**src/rtl/display_pkg.sv**
```systemverilog
// Shared types and constants for the front-panel page scheduler.
// Page indices, FSM state encoding and the page-advance helper live here.
package display_pkg;

  localparam int PAGE_W = 2;

  localparam logic [PAGE_W-1:0] PAGE_FREQ = 2'd0;
  localparam logic [PAGE_W-1:0] PAGE_AMP  = 2'd1;
  localparam logic [PAGE_W-1:0] PAGE_WAVE = 2'd2;

  typedef enum logic [1:0] {
    IDLE     = 2'd0,
    AUTO     = 2'd1,
    HOLD     = 2'd2,
    OVERRIDE = 2'd3
  } state_t;

  // Next page in the rotation; anything at or past the last page wraps to 0.
  function automatic logic [PAGE_W-1:0] page_advance(input logic [PAGE_W-1:0] p,
                                                     input int num_pages);
    if (int'(p) >= num_pages - 1) return '0;
    return p + PAGE_W'(1);
  endfunction

endpackage

```
**src/rtl/display_page_scheduler_if.sv**
```systemverilog
// Control/status bundle between the panel logic (master) and the page scheduler (slave).
// Also carries the scheduler's FSM state for observation.
interface display_page_scheduler_if;
  import display_pkg::*;

  // No backpressure anywhere: next_btn and param_changed are one-cycle pulses that
  // the scheduler always consumes; enable and hold are levels; all slave outputs
  // are registered and valid every cycle.
  logic              enable;
  logic              next_btn;
  logic              hold;
  logic              param_changed;
  logic [PAGE_W-1:0] page;
  logic              page_strobe;
  logic              show_freq;
  logic              dwell_tick;
  logic              page_blank;
  state_t            state;

  modport master (
    output enable, next_btn, hold, param_changed,
    input  page, page_strobe, show_freq, dwell_tick, page_blank, state
  );

  modport slave (
    input  enable, next_btn, hold, param_changed,
    output page, page_strobe, show_freq, dwell_tick, page_blank, state
  );
endinterface

```
**src/rtl/dwell_timer.sv**
```systemverilog
// Free-running modulo-CYCLES counter with synchronous clear.
// tc is high while the count sits on its last value (CYCLES-1).
module dwell_timer #(
  parameter int CYCLES = 2
) (
  input  logic CLOCK,
  input  logic RESET,
  input  logic clear,
  output logic tc
);
  localparam int           W    = $clog2(CYCLES);
  localparam logic [W-1:0] LAST = W'(CYCLES - 1);

  logic [W-1:0] count;

  always_ff @(posedge CLOCK or posedge RESET) begin
    if (RESET) begin
      count <= '0;
    end else if (clear || count == LAST) begin
      count <= '0;
    end else begin
      count <= count + W'(1);
    end
  end

  assign tc = (count == LAST);
endmodule

```
**src/rtl/display_page_scheduler.sv**
```systemverilog
// Scheduled page selector for the signal-generator display mux.
// Optional post-change blanking is built in when PAGE_BLANK_EN is defined.
module display_page_scheduler
  import display_pkg::*;
#(
  parameter int DWELL_CYCLES    = 200000000,
  parameter int NUM_PAGES       = 3,
  parameter int OVERRIDE_DWELLS = 2,
  parameter int BLANK_CYCLES    = 5000000
) (
  input logic                     CLOCK,
  input logic                     RESET,
  display_page_scheduler_if.slave sched
);
  localparam int               OVR_W    = $clog2(OVERRIDE_DWELLS + 1);
  localparam logic [OVR_W-1:0] OVR_LOAD = OVR_W'(OVERRIDE_DWELLS);

  state_t            state_q, state_nx;
  logic [PAGE_W-1:0] page_q, page_nx;
  logic [OVR_W-1:0]  ovr_q, ovr_nx;
  logic              strobe_q, show_freq_q, tick_q;
  logic              clear_cnt, tc, page_change;

  dwell_timer #(.CYCLES(DWELL_CYCLES)) u_dwell (
    .CLOCK (CLOCK),
    .RESET (RESET),
    .clear (clear_cnt),
    .tc    (tc)
  );

  // Decision for this cycle, in priority order: enable, param edit, button, hold, tc.
  always_comb begin
    state_nx  = state_q;
    page_nx   = page_q;
    ovr_nx    = ovr_q;
    clear_cnt = 1'b0;
    if (!sched.enable) begin
      state_nx  = IDLE;
      page_nx   = PAGE_FREQ;
      ovr_nx    = '0;
      clear_cnt = 1'b1;
    end else if (state_q == IDLE) begin
      state_nx  = AUTO;
      clear_cnt = 1'b1;
    end else if (sched.param_changed) begin
      state_nx  = OVERRIDE;
      page_nx   = PAGE_FREQ;
      ovr_nx    = OVR_LOAD;
      clear_cnt = 1'b1;
    end else if (sched.next_btn && state_q != OVERRIDE) begin
      page_nx   = page_advance(page_q, NUM_PAGES);
      clear_cnt = 1'b1;
    end else begin
      case (state_q)
        AUTO: begin
          if (sched.hold) begin
            state_nx = HOLD;
          end else if (tc) begin
            page_nx   = page_advance(page_q, NUM_PAGES);
            clear_cnt = 1'b1;
          end
        end
        HOLD: begin
          if (!sched.hold) begin
            state_nx  = AUTO;
            clear_cnt = 1'b1;
          end
        end
        OVERRIDE: begin
          // Last forced dwell ends without advancing; the page stays on frequency.
          if (tc) begin
            ovr_nx = ovr_q - OVR_W'(1);
            if (ovr_q <= OVR_W'(1)) begin
              ovr_nx   = '0;
              state_nx = sched.hold ? HOLD : AUTO;
            end
          end
        end
        default: ;
      endcase
    end
  end

  assign page_change = (page_nx != page_q);

  always_ff @(posedge CLOCK or posedge RESET) begin
    if (RESET) begin
      state_q     <= IDLE;
      page_q      <= PAGE_FREQ;
      ovr_q       <= '0;
      strobe_q    <= 1'b0;
      show_freq_q <= 1'b1;
      tick_q      <= 1'b0;
    end else begin
      state_q     <= state_nx;
      page_q      <= page_nx;
      ovr_q       <= ovr_nx;
      strobe_q    <= page_change;
      show_freq_q <= (page_nx == PAGE_FREQ);
      tick_q      <= tc;
    end
  end

  assign sched.page        = page_q;
  assign sched.page_strobe = strobe_q;
  assign sched.show_freq   = show_freq_q;
  assign sched.dwell_tick  = tick_q;
  assign sched.state       = state_q;

`ifdef PAGE_BLANK_EN
  logic blank_tc, blank_q;

  // Restarted by every page change, so a new strobe extends an active blank.
  dwell_timer #(.CYCLES(BLANK_CYCLES)) u_blank (
    .CLOCK (CLOCK),
    .RESET (RESET),
    .clear (page_change),
    .tc    (blank_tc)
  );

  always_ff @(posedge CLOCK or posedge RESET) begin
    if (RESET) begin
      blank_q <= 1'b0;
    end else if (page_change) begin
      blank_q <= 1'b1;
    end else if (blank_tc) begin
      blank_q <= 1'b0;
    end
  end

  assign sched.page_blank = blank_q;
`else
  // BLANK_CYCLES is only meaningful in blanking builds; the output is constant 0 here.
  assign sched.page_blank = 1'b0 & (BLANK_CYCLES != 0);
`endif
endmodule
```
**src/flat_wrapper.sv**
```systemverilog
// flat-port wrapper written by rule: the top's interface ports become plain ports
module display_page_scheduler_flat import display_pkg::*;
#(
  parameter int DWELL_CYCLES    = 200000000,
  parameter int NUM_PAGES       = 3,
  parameter int OVERRIDE_DWELLS = 2,
  parameter int BLANK_CYCLES    = 5000000
)
  (CLOCK, RESET, sched_enable, sched_next_btn, sched_hold, sched_param_changed, sched_page, sched_page_strobe, sched_show_freq, sched_dwell_tick, sched_page_blank, sched_state);
  display_page_scheduler_if sched_i ();
  input logic CLOCK;
  input logic RESET;
  input wire logic [$bits(sched_i.enable)-1:0] sched_enable;
  input wire logic [$bits(sched_i.next_btn)-1:0] sched_next_btn;
  input wire logic [$bits(sched_i.hold)-1:0] sched_hold;
  input wire logic [$bits(sched_i.param_changed)-1:0] sched_param_changed;
  output wire logic [$bits(sched_i.page)-1:0] sched_page;
  output wire logic [$bits(sched_i.page_strobe)-1:0] sched_page_strobe;
  output wire logic [$bits(sched_i.show_freq)-1:0] sched_show_freq;
  output wire logic [$bits(sched_i.dwell_tick)-1:0] sched_dwell_tick;
  output wire logic [$bits(sched_i.page_blank)-1:0] sched_page_blank;
  output wire logic [$bits(sched_i.state)-1:0] sched_state;
  assign sched_i.enable = sched_enable;
  assign sched_i.next_btn = sched_next_btn;
  assign sched_i.hold = sched_hold;
  assign sched_i.param_changed = sched_param_changed;
  assign sched_page = sched_i.page;
  assign sched_page_strobe = sched_i.page_strobe;
  assign sched_show_freq = sched_i.show_freq;
  assign sched_dwell_tick = sched_i.dwell_tick;
  assign sched_page_blank = sched_i.page_blank;
  assign sched_state = sched_i.state;
  display_page_scheduler #(.DWELL_CYCLES(DWELL_CYCLES), .NUM_PAGES(NUM_PAGES), .OVERRIDE_DWELLS(OVERRIDE_DWELLS), .BLANK_CYCLES(BLANK_CYCLES)) u_core (.CLOCK(CLOCK), .RESET(RESET), .sched(sched_i));
endmodule
```
**config.mk**
```make
export PLATFORM = sky130hd
export DESIGN_NAME = display_page_scheduler_flat
export DESIGN_NICKNAME = d
export VERILOG_FILES = /design/src/rtl/display_pkg.sv /design/src/rtl/display_page_scheduler_if.sv /design/src/rtl/dwell_timer.sv /design/src/rtl/display_page_scheduler.sv /design/src/flat_wrapper.sv
export SDC_FILE = /design/constraint.sdc
export NUM_CORES = 1
export LEC_CHECK = 0
export BUFFER_PORTS_ARGS = -buffer_cell sky130_fd_sc_hd__buf_2
export CORE_ASPECT_RATIO = 0.9
export CORE_MARGIN = 2
export CORE_UTILIZATION = 45
export CTS_BUF_LIST = sky130_fd_sc_hd__clkbuf_4
export CTS_CLUSTER_SIZE = 20
export DETAILED_ROUTE_END_ITERATION = 6
export PLACE_DENSITY = 0.74
export REMOVE_ABC_BUFFERS = 1
export SLEW_MARGIN = 5
export SYNTH_ARGS = -nofsm -noshare
export SYNTH_HDL_FRONTEND = slang
export SYNTH_SLANG_ARGS = --single-unit
```
**constraint.sdc**
```tcl
create_clock -name CLOCK -period 1.95 [get_ports CLOCK]
set_input_delay 0.2925 -clock CLOCK [delete_from_list [all_inputs] [get_ports CLOCK]]
set_output_delay 0.2925 -clock CLOCK [all_outputs]
set_load 0.005 [all_outputs]
```
== After elaboration in Yosys (flattened, before gate mapping) ==
Cells that the tools add are included.

* Memory bits (writable): 0
* Memories kept: 0
* Register bits: 37
* Output and inout port bits: 8
* ROM bits: 0
* Latch bits: 0
* Input bits: 6

* Equal/unequal tests: 16
* Shift operators: 0
* Mux-type cells: 48
* Add/subtract/negate cells: 3
* Bitwise operators: 0
* Reduce and logical (&&, ||, !) cells: 6
* $mul: 0
* Magnitude comparators: 2
* Divide/modulo/power cells: 0

{| class="wikitable"
|+ Operator list
! kind !! number
|-
| $mux 2 || 26
|-
| $add 28x1->28 const B || 1
|-
| $eq 28x28->1 const B || 1
|-
| $mux 28 || 1
|-
| $mux 1 || 19
|-
| $ne 5x3->1 const B || 2
|-
| $ne 5x4->1 const B || 2
|-
| $ne 3x1->1 const B || 2
|-
| $ne 6x1->1 const B || 1
|-
| $pmux 2 s3 || 1
|-
| $reduce_and 6->1 || 1
|-
| $eq 2x2->1 const B || 2
|-
| $logic_not 2->1 || 2
|-
| $ne 2x2->1 const B || 2
|-
| $ne 4x3->1 const B || 1
|-
| $reduce_and 4->1 || 1
|-
| $ne 3x3->1 const B || 1
|-
| $add 2x1->2 const B || 1
|-
| $eq 2x1->1 const B || 1
|-
| $ge 2x2->1 const B || 1
|-
| $le 2x1->1 const B || 1
|-
| $ne 2x2->1 || 1
|-
| $pmux 1 s2 || 1
|-
| $sub 2x1->2 const B || 1
|-
| other kinds (2) || 2
|}

== Depth between registers and ports, before layout ==
* Depth in word-level cells: 18
* Gate-level depth with buffers: 8
* Mapped depth without buffers: 7

== By module ==
From an unflattened synthesis, not the netlist that was laid out.

* Cell total of the unflattened synthesis: 216
* Area total of the unflattened synthesis: 2099.5 sq um

{| class="wikitable"
|+ By module, submodules not included
! module !! cells an instance !! times used !! sequential area each (sq um) !! area an instance (sq um)
|-
| dwell_timer || 153 || 1 || 700.7 || 1516.5
|-
| display_page_scheduler || 63 || 1 || 226.5 || 583.1
|}

== Worst setup path after synthesis ==
OpenSTA, ideal clock, no wires.

* Kind: register to register
* Start point: register u_core.u_dwell.count[0]
* End point: register u_core.ovr_q[0]
* Stages on the path, launching flop included: 8
* Slack: -0.094 ns
* Data arrival time: 1.926 ns
* Buffers on the path: 1
* Cell sequence: dfrtp_1 -> ha_1 -> nand4_2 -> or2_4 -> or3_1 -> clkbuf_2 -> o311a_1 -> o21a_1

* Longest elaborated chain between the ends: 3

{| class="wikitable"
|+ RTL lines
! element !! line !! text
|-
| from (decl) || dwell_timer.sv:14 || <nowiki>logic [W-1:0] count;</nowiki>
|-
| from (signal assigned) || dwell_timer.sv:22 || <nowiki>count <= count + W'(1);</nowiki>
|-
| $eq 28x28->1 || dwell_timer.sv:26 || <nowiki>assign tc = (count == LAST);</nowiki>
|-
| $ne 3x1->1 (no line) || - ||
|-
| $reduce_and 4->1 (no line) || - ||
|-
| to (signal assigned) || display_page_scheduler.sv:97 || <nowiki>ovr_q <= ovr_nx;</nowiki>
|-
| to (decl) || display_page_scheduler.sv:20 || <nowiki>logic [OVR_W-1:0] ovr_q, ovr_nx;</nowiki>
|}

Every way passes these cells.
A chain may end at the register's enable or synchronous reset.

== Final worst setup path ==
* Start point: register u_core.u_dwell.count[0]
* End point: register u_core.page_q[0], in the netlist u_core.sched.page[0]

* Longest elaborated chain between the ends: 8

{| class="wikitable"
|+ RTL lines
! element !! line !! text
|-
| $eq 28x28->1 || dwell_timer.sv:26 ||
|-
| $mux 2 || display_page_scheduler.sv:58 || <nowiki>end else if (tc) begin</nowiki>
|-
| $mux 2 || display_page_scheduler.sv:56 || <nowiki>if (sched.hold) begin</nowiki>
|-
| $mux 2 || display_page_scheduler.sv:54 || <nowiki>case (state_q)</nowiki>
|-
| $mux 2 || display_page_scheduler.sv:50 || <nowiki>end else if (sched.next_btn && state_q != OVERRIDE) begin</nowiki>
|-
| $mux 2 || display_page_scheduler.sv:45 || <nowiki>end else if (sched.param_changed) begin</nowiki>
|-
| $mux 2 || display_page_scheduler.sv:42 || <nowiki>end else if (state_q == IDLE) begin</nowiki>
|-
| $mux 2 || display_page_scheduler.sv:37 || <nowiki>if (!sched.enable) begin</nowiki>
|-
| named net u_core.page_nx[0] || display_page_scheduler.sv:19 || <nowiki>logic [PAGE_W-1:0] page_q, page_nx;</nowiki>
|-
| to (signal assigned) || display_page_scheduler.sv:96 || <nowiki>page_q <= page_nx;</nowiki>
|-
| to (decl) || display_page_scheduler.sv:19 ||
|}

The timed path passes the listed nets, and every way through them passes these cells.

==> out/qor.csv <==
stage,metric,value,unit
sta,setup TNS after final layout,0,ns
synth,post-synthesis average cell area,9.44,um2
drt,final wirelength,3970,um
floorplanning,standard-cell rows,22,
sta,"Setup violations, final",0,
setup_path,end of the worst register-to-register path,u_core.sched.page[0],
setup_path,worst reg2reg startpoint,u_core.u_dwell.count[0],
sta,Tcrit/Tclk final,99.8,%
floorplanning,width of the die,73.8,um
setup_path,worst reg2reg setup slack,0.003,ns
sta,worst setup margin,0.00313,ns
cts,TritonCTS clock tree,done,
floorplanning,Die Footprint,0.00493,mm2
drt,DRT antenna net count,0,
synth,post-synthesis sequential area ratio,47.0,%
cts,clock root buffer master,sky130_fd_sc_hd__clkbuf_4,
sta,post-route minimum period,1.95,ns
status,result of the run,completed,
sta,count of final max-slew check failures,0,
sta,Max Freq,514,MHz
placed_design,hpwl dp,2770,um
drt,post-route DRC violation count,0,
drt,number of DRC markers in iteration 0,60,
synth,top cell types by occurrence after synthesis,"sky130_fd_sc_hd__nor2_1 (37), sky130_fd_sc_hd__dfrtp_1 (36), sky130_fd_sc_hd__nand3_1 (17)",
setup_path,worst-case reg-to-reg path depth,6,
final_layout,fraction of layout cells with a size suffix above 1,25.3,%
cts,clock transition time at the flip-flop clock pins of the worst setup and hold paths,0.10,ns
placed_design,post-placement cell area,0.00228,mm2
drt,via count,1576,
synth,netlist area before placement,0.00197,mm2
setup_path,Crit path required time,2.20,ns
placed_design,Inst Count DP,300,
setup_path,Arrival @ worst endpoint,2.20,ns
synth,primary flip-flop cell chosen by synthesis mapping,sky130_fd_sc_hd__dfrtp_1,
cts,maximum buffer depth of the clock tree,2,
final_layout,synth-to-layout area growth,22.9,%
placed_design,number of buffers inserted by port buffering,12,
final_layout,ANT cells,0,
global_routing,pin count of the biggest net entering global routing,38,
setup_path,largest fanout on the critical path,6,
final_layout,cell area after layout,0.00242,mm2
power,power density normalized to cell area,625,mW/mm2
setup_path,launching element type of the critical path,flop,
worst_hold_path,class of the tightest hold or removal check,input port to async pin,
floorplanning,ports placed on the boundary,14,
synth,top cells by area in the synthesized netlist,"sky130_fd_sc_hd__dfrtp_1 (46%), sky130_fd_sc_hd__nor2_1 (7.0%), sky130_fd_sc_hd__xnor2_1 (5.8%), sky130_fd_sc_hd__xor2_1 (5.8%), sky130_fd_sc_hd__nand3_1 (4.3%)",
global_routing,global route overflow,0,
power,VDD IR-drop max,0.363,mV
global_routing,global-route wire length before repair,6640,um
run,Max Cap Viol,0,
power,leakage power of the design,1.02,nW
floorplanning,placeable core region,0.00416,mm2
drt,average detailed-routed wire length per instance,12.8,um
synth,number of distinct library cells after synthesis,43,
cts,"Clk Latency, worst-skew pair",0.35,ns
synth,most repeated cell in the gate-level netlist after synthesis,sky130_fd_sc_hd__nor2_1,
floorplanning,vertical die dimension,66.8,um
cts,count of clock tree sinks,37,
synth,"EDFF count, synth",0,
drt,routed via count divided by cell count,5.10,
synth,number of cells produced by synthesis,209,
final_layout,final-stage net count,260,
cts,number of clock buffers inserted by TritonCTS,5,
setup_path,endpoint type of the worst setup path,flop,
drt,number of iterations in the first detailed-routing pass,4,
floorplanning,initial standard-cell utilization of the core,47.5,%
synth,number of storage elements in the synthesis netlist,37,
synth,cell type with the largest total area after synthesis,sky130_fd_sc_hd__dfrtp_1,
global_routing,number of global-route vias before repair,1495,
cts,cts hold-fix bufs,0,
synth,total of warnings raised by yosys,0,
final_layout,number of cells in the finished layout apart from fillers,309,
global_routing,aggregate global-route resource usage,17.9,%
synth,area share of the leading cell type in the synthesized netlist,45.7,%
placed_design,last weighted congestion value of the routability-driven placer,0.851,
synth,async set-or-reset flop fraction in the synthesized netlist,100,%
global_routing,initial antenna violation count,0,
sta,unrepaired setup endpoints after global routing,true,
power,Total Power,0.00151,W
cts,CTS H-tree depth,2,
placed_design,worst-case setup slack after placement,-0.0904,ns
setup_path,WS Path Type,flop to flop,
sta,final setup skew,0.00899,ns
sta,"Hold Violations, Final",0,
## stage by stage
step / utilization, % / hold WS (ns)
after CTS: 56.5 / 0.0362
after floorplan: - / 0.370
after detailed placement: 54.9 / 0.426
after global placement: 54.9 / 0.427
final: 58.3 / 0.0299
after global routing: 58.3 / 0.0899
## worst max-delay path by stage
stage / startpoint / endpoint / slack [ns] / cells after the start
after floorplan: u_core.u_dwell.count[0] / u_core.ovr_q[0] / -0.07 / 6
after global placement: u_core.u_dwell.count[0] / u_core.ovr_q[0] / -0.04 / 6
after detailed placement: u_core.u_dwell.count[0] / u_core.ovr_q[0] / -0.09 / 6
after CTS: u_core.u_dwell.count[12] / u_core.sched.show_freq / 0.001 / 6
after global routing: u_core.u_dwell.count[18] / u_core.ovr_q[0] / -0.09 / 5
final: u_core.u_dwell.count[0] / u_core.sched.page[0] / 0.003 / 6
## layer usage
| metal | vias up | global-route usage [%] | part of all wire (%) |
|---|---|---|---|
| met5 | - | 0 | 0 |
| met4 | 0 | 8.18 | 1.9 |
| met3 | 7 | 4.08 | 3.1 |
| met2 | 25 | 27.7 | 46 |
| met1 | 748 | 23.9 | 49 |
| li1 | 796 | - | - |
## layout make-up
class,count,area [um2]
Sequential cell,37,927
Tap cell,60,75.1
Timing Repair Buffer,39,275
Inverter,9,33.8
Multi-Input combinational cell,156,1050
Clock buffer,8,60.1
Fill cell,364,1730
## flip-flops by register name, summed over array words and instances, names as in the netlist
name	count
u_core.u_dwell.count	28
u_core.ovr_q	2
u_core.sched.page	2
u_core.sched.state	2
u_core.sched.dwell_tick	1
u_core.sched.page_strobe	1
u_core.sched.show_freq	1
## power by group
part	switching [W]	internal, W	leakage (nW)
Sequential	0.0000270	0.000795	0.509
Clock	0.000241	0.000185	0.0368
Combinational	0.000160	0.000105	0.479
## critical path, stage by stage, from the launching register on
cell	delay, ns
sky130_fd_sc_hd__dfrtp_1	0.40
sky130_fd_sc_hd__ha_4	0.17
sky130_fd_sc_hd__nand4_2	0.08
sky130_fd_sc_hd__or2_4	0.27
sky130_fd_sc_hd__buf_4	0.15
sky130_fd_sc_hd__o41a_1	0.51
sky130_fd_sc_hd__o311ai_2	0.29
## placed cells by master (no fill, tap or decap), drive strengths merged, types with 2 or more instances in the layout
cell and n:
xor2 13, clkbuf 8, and3 2, inv 9, mux2i 2, dfrtp 36
or3 2, nand3 18, o21ai 6, nor3 4, o311ai 2, a31oi 3
nor2 37, or2 2, nand4 9, and4 2, nand2 13, ha 6
xnor2 13, nor2b 2, nor4 5, o41ai 2, buf 39
## kinds of logic after synthesis
group | share of synthesized area (%)
AO/OA/AOI/OAI | 7.80
adder cells (fa/ha/maj) | 3.80
AND/OR/NAND/NOR | 25.2
flip-flops | 47.0
multiplexers | 1.01
XOR/XNOR | 11.5
other | 0.190
buffers and inverters | 3.42
## repair_timing
item,4_1_cts,5_1_grt
resized for setup,4,11
cloned,0,0
endpoints found under the setup margin,7,17
setup buffers,0,1
pin swaps,6,5
(Power assumes the default switching activity.)
